## src/rtl/cpc_ram_pkg.sv

```systemverilog
// cpc_ram_pkg: shared bus-cycle states and RAM configuration field layout.
package cpc_ram_pkg;
  localparam int BANK_W = 3;
  localparam int BLOCK_W = 3;
  localparam int CFG_W = BANK_W + BLOCK_W;
  localparam logic [1:0] CFG_PORT_TAG = 2'b11;
  localparam logic [BLOCK_W-1:0] MODE3_BLOCK = 3'b011;
  typedef enum logic [7:0] {
    IDLE = 8'b0000_0001,
    MEM  = 8'b0000_0010,
    MWR  = 8'b0000_0100,
    MRD  = 8'b0000_1000,
    IO   = 8'b0001_0000,
    IOWR = 8'b0010_0000,
    IORD = 8'b0100_0000,
    RFSH = 8'b1000_0000
  } cyc_state_e;
endpackage

```

## src/rtl/cpc_cfg_reg.sv

```systemverilog
// cpc_cfg_reg: RAM configuration capture register, mode-3 predecode and one-capture-per-IO-write guard.
module cpc_cfg_reg
  import cpc_ram_pkg::*;
#(
  parameter logic [CFG_W-1:0] CFG_RESET = '0
) (
  input  logic             clk,
  input  logic             reset_b,
  input  logic             in_iowr,
  input  logic             sel,
  input  logic [CFG_W-1:0] din,
  output logic             cfg_stb,
  output logic [CFG_W-1:0] ram_cfg,
  output logic             mode3
);
  logic seen;
  logic cap;
  // seen marks that IOWR has already been occupied for a clock, so wait states never recapture
  assign cap = in_iowr && !seen && sel;
  always_ff @(posedge clk or negedge reset_b)
    if (!reset_b) begin
      seen    <= 1'b0;
      cfg_stb <= 1'b0;
      ram_cfg <= CFG_RESET;
      mode3   <= CFG_RESET[BLOCK_W-1:0] == MODE3_BLOCK;
    end else begin
      seen    <= in_iowr;
      cfg_stb <= cap;
      if (cap) begin
        ram_cfg <= din;
        mode3   <= din[BLOCK_W-1:0] == MODE3_BLOCK;
      end
    end
endmodule

```

## src/rtl/cpc_bus_cycle_decoder.sv

```systemverilog
// cpc_bus_cycle_decoder: Z80 bus-cycle classifier feeding the 512K RAM mapper, with 0x7Fxx RAM config capture.
// Define MWR_EXTEND_EN to stretch mwr_cyc by one clock past the end of a memory write.
module cpc_bus_cycle_decoder
  import cpc_ram_pkg::*;
#(
  parameter logic [5:0] CFG_RESET = 6'b000000
) (
  input  logic       clk,
  input  logic       reset_b,
  input  logic       mreq_b,
  input  logic       iorq_b,
  input  logic       rd_b,
  input  logic       wr_b,
  input  logic       m1_b,
  input  logic       rfsh_b,
  input  logic       adr15,
  input  logic [7:0] data,
  output logic       mwr_cyc,
  output logic       mrd_cyc,
  output logic       iowr_cyc,
  output logic       cfg_stb,
  output logic [5:0] ram_cfg,
  output logic       mode3
);
  cyc_state_e state, state_nx;
  always_ff @(posedge clk or negedge reset_b)
    if (!reset_b) state <= IDLE;
    else state <= state_nx;
  // memory strobes win over IORQ; interrupt acknowledge (IORQ with M1) is ignored
  always_comb begin
    state_nx = IDLE;
    case (state)
      IDLE:            state_nx = !mreq_b ? (!rfsh_b ? RFSH : !rd_b ? MRD : MEM)
                                          : (!iorq_b && m1_b) ? IO : IDLE;
      MEM:             state_nx = !wr_b ? MWR : !rd_b ? MRD : mreq_b ? IDLE : MEM;
      MWR, MRD, RFSH:  state_nx = mreq_b ? IDLE : state;
      IO:              state_nx = !wr_b ? IOWR : !rd_b ? IORD : iorq_b ? IDLE : IO;
      IOWR, IORD:      state_nx = iorq_b ? IDLE : state;
      default:         state_nx = IDLE;
    endcase
  end
  assign mrd_cyc  = state == MRD;
  assign iowr_cyc = state == IOWR;
`ifdef MWR_EXTEND_EN
  logic mwr_hold;
  always_ff @(posedge clk or negedge reset_b)
    if (!reset_b) mwr_hold <= 1'b0;
    else mwr_hold <= state == MWR;
  assign mwr_cyc = state == MWR || mwr_hold;
`else
  assign mwr_cyc = state == MWR;
`endif
  cpc_cfg_reg #(.CFG_RESET(CFG_RESET)) u_cfg (
    .clk     (clk),
    .reset_b (reset_b),
    .in_iowr (state == IOWR),
    .sel     (!adr15 && data[7:6] == CFG_PORT_TAG),
    .din     (data[5:0]),
    .cfg_stb (cfg_stb),
    .ram_cfg (ram_cfg),
    .mode3   (mode3)
  );
endmodule

```

## config.mk

```make
export PLATFORM = sky130hd
export DESIGN_NAME = cpc_bus_cycle_decoder
export DESIGN_NICKNAME = d
export VERILOG_FILES = /design/src/rtl/cpc_ram_pkg.sv /design/src/rtl/cpc_cfg_reg.sv /design/src/rtl/cpc_bus_cycle_decoder.sv
export SDC_FILE = /design/constraint.sdc
export NUM_CORES = 1
export LEC_CHECK = 0
export BUFFER_PORTS_ARGS = -buffer_cell sky130_fd_sc_hd__buf_2
export CORE_MARGIN = 3
export CORE_UTILIZATION = 50
export DETAILED_ROUTE_END_ITERATION = 16
export PLACE_DENSITY = 0.78
export SYNTH_ARGS = -nofsm -noshare
export SYNTH_HDL_FRONTEND = slang
export SYNTH_SLANG_ARGS = --single-unit
```

## constraint.sdc

```tcl
create_clock -name clk -period 4.1 [get_ports clk]
set_input_delay 0.82 -clock clk [delete_from_list [all_inputs] [get_ports clk]]
set_output_delay 0.82 -clock clk [all_outputs]
set_load 0.02 [all_outputs]
```

After elaboration in Yosys (flattened, before gate mapping) --
Cells that the tools add are included.
Storage, ports and cells: bits in registers 17, bits of input ports 17, output and inout bits 11
Cells by class: eq/ne operators 12, mux-type cells 13, reductions and logical operators 10
Operators by type and width (count):
- one-hot mux 8 bit (5 select lines) | 1
- 2-to-1 mux 8 bit | 4
- 2-to-1 mux 7 bit | 2
- 2-to-1 mux 4 bit | 3
- 2-to-1 mux 5 bit | 2
- equality test 8 x 1 -> 1 bit, second input constant | 1
- equality test 8 x 2 -> 1 bit, second input constant | 1
- equality test 8 x 3 -> 1 bit, second input constant | 1
- equality test 8 x 4 -> 1 bit, second input constant | 1
- equality test 8 x 5 -> 1 bit, second input constant | 1
- equality test 8 x 6 -> 1 bit, second input constant | 1
- equality test 8 x 7 -> 1 bit, second input constant | 1
- equality test 8 bit, second input constant | 1
- logical AND 1 bit | 4
- inequality test 2 bit, second input constant | 2
- equality test 3 x 2 -> 1 bit, second input constant | 1
- zero test 1 bit | 3
- OR reduction 3 bit | 1
- equality test 2 bit, second input constant | 1
- 2-to-1 mux 2 bit | 1
- AND reduction 2 bit | 1
- OR reduction 2 bit | 1

Longest topological paths before layout --
depth in word-level cells 5, gate-level depth with buffers 5, mapped depth without buffers 4

By module --
Synthesis repeated with hierarchy kept, for this count alone.
Second synthesis, totals: cell total of the unflattened synthesis 75, area, all modules 870.8 µm²
Modules (own cells, without submodules):
- cpc_bus_cycle_decoder | times used 1, cells an instance 56, area an instance 534.3 µm², sequential area each 201.4 µm²
- cpc_cfg_reg | times used 1, cells an instance 19, area an instance 336.6 µm², sequential area each 225.2 µm²

Least setup slack after synthesis --
Ideal clock, no wire load.
path kind register to output, start register state[7], end output mwr_cyc, arrival time 1.879 ns, slack 1.401 ns, cell stages (with the launch flop) 4, cell sequence dfrtp_1 -> or4_4 -> or3_4 -> nor3b_1
Between the ends: cells in the longest elaborated chain, start to end 1
RTL lines:
- start: declaration | line cpc_bus_cycle_decoder.sv:25 | cyc_state_e state, state_nx;
- start signal: assignment | line cpc_bus_cycle_decoder.sv:28 | else state <= state_nx;
- equality test 8 x 3 -> 1 bit | line cpc_bus_cycle_decoder.sv:51 | assign mwr_cyc = state == MWR;
- end: declaration | line cpc_bus_cycle_decoder.sv:18 | output logic mwr_cyc,
Every way passes these cells.

Worst setup path after layout --
Ends and elaborated chain as after synthesis.

==> run summary <==
• **unrepaired setup endpoints after global routing** false
• **Vias** 722
• **gate count of the mapped netlist** 83
• **I/O pin total** 28
• **full die area** 2390 um2
• **Layout area overhead** 20.4%
• **share of the synthesized area in the top cell type** 43.6%
• **fin crit period** 2910 ps
• **Floorplan Core Area** 1610 um2
• **hold buffer count at cts** 0
• **routed via count divided by cell count** 5.31
• **Overall Power** 0.436 mW
• **clock-pin slew on the worst setup and hold paths** 110 ps
• **initial antenna violation count** 0
• **site row count** 14
• **TritonCTS clock tree** built
• **gpl congestion** 0.883
• **final net count** 130
• **worst-case vdd ir drop** 0.218 mV
• **global-route total usage across every layer** 16.0%
• **type of destination of the critical path** primary output
• **headroom to the max-slew limit** 74.4%
• **Antenna Cells** 0
• **Synth Area in Adders** 0%
• **pin count of the biggest net entering global routing** 18
• **fraction of synthesis flops using an asynchronous set or reset pin** 100%
• **x dimension of the die** 48.9 um
• **Arr. time, crit path** 2090 ps
• **flip-flop cell with the highest count after synthesis** dfrtp_1
• **average wire per cell in the routed design** 12.9 um
• **TritonCTS sink count** 17
• **most common cell in the netlist** dfrtp_1
• **EDFF count, synth** 0
• **number of buffers added by the clock tree synthesis step** 3
• **layer with the highest usage** met2
• **sequential area share after synthesis** 46.5%
• **Tcrit/Tclk final** 70.9%
• **type of the tightest min-delay check** in -> async
• **met3 global-route usage** 3.98%
• **Sum Neg Setup Slack** 0 ps
• **register bit count reported by yosys** 17
• **mapped cell area** 918 um2
• **cts repair resizes** 0
• **most common library cells after synthesis** dfrtp_1, nor2_1, mux2_4
• **post-route antenna net violation count** 0
• **share of the synthesized netlist area taken by xor and xnor gates** 0.954%
• **post-synthesis cell type with the largest combined area** dfrtp_1
• **actual transition at the worst max-transition pin** 380 ps
• **# port buffers** 27
• **achievable frequency** 0.344 GHz
• **worst-skew pair later-pin latency** 290 ps
• **die height** 48.9 um
• **deepest clock path buffer count** 2
• **final instance count without filler cells** 136
• **total congestion overflow after global routing** 0
• **compound-cell area share of the yosys netlist** 11.3%
• **CTS H-Tree Depth** 1
• **classification of the worst setup path** reg -> out
• **detailed router's first-iteration violation count** 16
• **overall routed net length** 1.75 mm
• **count of unresolved DRC violations after routing** 0
• **number of different library cells in the post-synthesis netlist** 32
• **worst-path maximum fanout** 5
• **Static Leak** 0.570 nW
• **Net Count, Synth** 100
• **proportion of layout cells with a drive suffix above 1** 41.1%
• **Cells after DPL** 132
• **average instance area after synthesis** 11.1 um2
• **clock root buffer** clkbuf_4
• **setup bufs post-CTS** 0
• **multiplexer fraction of the synthesized cell area** 11.4%
• **vias in the first global route** 665
• **met2 Use GR** 24.2%
• **Critical Path Start Type** register
• **status** completed
• **first-pass GRT wire length** 3.06 mm
• **Slew Viols, Final** 0
• **cells taking the most area after synthesis** dfrtp_1, mux2_4, nor2_1
• **reported max-cap violation count** 0
• **initial core utilization** 57.0%
• **number of warnings printed during yosys synthesis** 0
• **Req. time, crit path** 3280 ps
• **largest family of logic cells by synthesized area** simple AND/OR/NAND/NOR gates
• **P per Cell Area** 395 nW/um2
• **number of hold violations in the final report** 0
• **simple logic cell fraction of the synthesized area** 28.2%
• **first-pass iteration count of the detailed router** 4
• **final worst clock skew** 7.51 ps
• **Setup-failing EPs final** 0
• **global-route met1 utilization** 23.9%
==> state kept, by name, indices dropped and copies added, names as in the netlist <==
name,flops
u_cfg.mode3,1
u_cfg.ram_cfg,6
u_cfg.seen,1
state,8
u_cfg.cfg_stb,1
==> critical path, stage by stage (launching register included) <==
cell	delay (ps)
dfrtp_1	440
or4_4	590
or3_4	370
nor3b_1	200
buf_2	190
==> worst paths after layout <==
| path | from | to | slack (ps) | cells past startpoint |
|---|---|---|---|---|
| setup reg to reg | state[7]$_DFFE_PN0P_ | u_cfg.ram_cfg[3]$_DFFE_PN0P_ | 2020 | 4 |
| setup / recovery | state[7]$_DFFE_PN0P_ | mwr_cyc | 1190 | 4 |
| hold / removal | reset_b | state[5]$_DFFE_PN0P_ | 420 | 1 |
| hold reg to reg | u_cfg.ram_cfg[3]$_DFFE_PN0P_ | u_cfg.ram_cfg[3]$_DFFE_PN0P_ | 510 | 1 |
| max in group asynchronous | reset_b | state[0]$_DFFE_PN1P_ | 3360 | 1 |
| min in group clk | u_cfg.ram_cfg[3]$_DFFE_PN0P_ | u_cfg.ram_cfg[3]$_DFFE_PN0P_ | 510 | 1 |
==> report_power, final <==
part / total [mW] / internal, mW / switching (mW)
registers: 0.201 / 0.185 / 0.0161
clock network: 0.0919 / 0.0370 / 0.0548
logic: 0.143 / 0.0639 / 0.0793
total: 0.436 / 0.286 / 0.150
==> routing by layer <==
metal	share of wire (%)	wire (um)
met3	4.7	83
met4	0	0
met2	46	811
met5	0	0
met1	49	856
==> logic make-up after synthesis <==
group           Yosys count
simple gates             42
mux                       7
xor+xnor                  1
buf+inv                   4
compound gates           12
flops                    17
==> placed cells by master, fill, tap and decap left out <==
| cell | n |
|---|---|
| o32ai_4 | 1 |
| nor3b_1 | 4 |
| inv_2 | 1 |
| inv_1 | 1 |
| nand4_4 | 1 |
| mux2_4 | 7 |
| dfstp_2 | 1 |
| o22ai_1 | 1 |
| nand2b_1 | 3 |
| and3_1 | 1 |
| o21ai_0 | 1 |
| nor4_4 | 1 |
| or3_4 | 1 |
| buf_2 | 27 |
| dfrtp_1 | 16 |
| nor2_1 | 12 |
| nand3_1 | 1 |
| nor3_1 | 2 |
| nand2_1 | 6 |
| nand4_1 | 2 |
| clkbuf_4 | 3 |
| a221oi_1 | 1 |
| or4_4 | 1 |
| a21oi_1 | 4 |
| nor4_1 | 1 |
| or3_1 | 1 |
| xnor2_1 | 1 |
| nor2b_1 | 3 |
| and2_1 | 1 |
| a22o_1 | 3 |
| a32o_1 | 1 |
| or2_2 | 1 |
| clkinvlp_4 | 1 |
==> stage by stage <==
stage / hold slack (ps) / util, % / setup WS [ps] / cell area (um2)
after floorplan: 524 / - / 1400 / 918
after global placement: 486 / 66.8 / 1570 / 1080
after detailed placement: 487 / 66.8 / 1530 / 1080
after CTS: 435 / 68.6 / 1190 / 1110
after global routing: 436 / 68.6 / 1070 / 1110
final: 424 / 68.6 / 1190 / 1110
==> layout make-up <==
type,count,area [um2]
inverter,2,7.51
tap,24,30.0
timing repair buffer,27,135
sequential,17,427
clock inverter,1,7.51
multi-input combinational,62,477
fill,137,505
clock buffer,3,22.5
(Power assumes the default switching activity.)
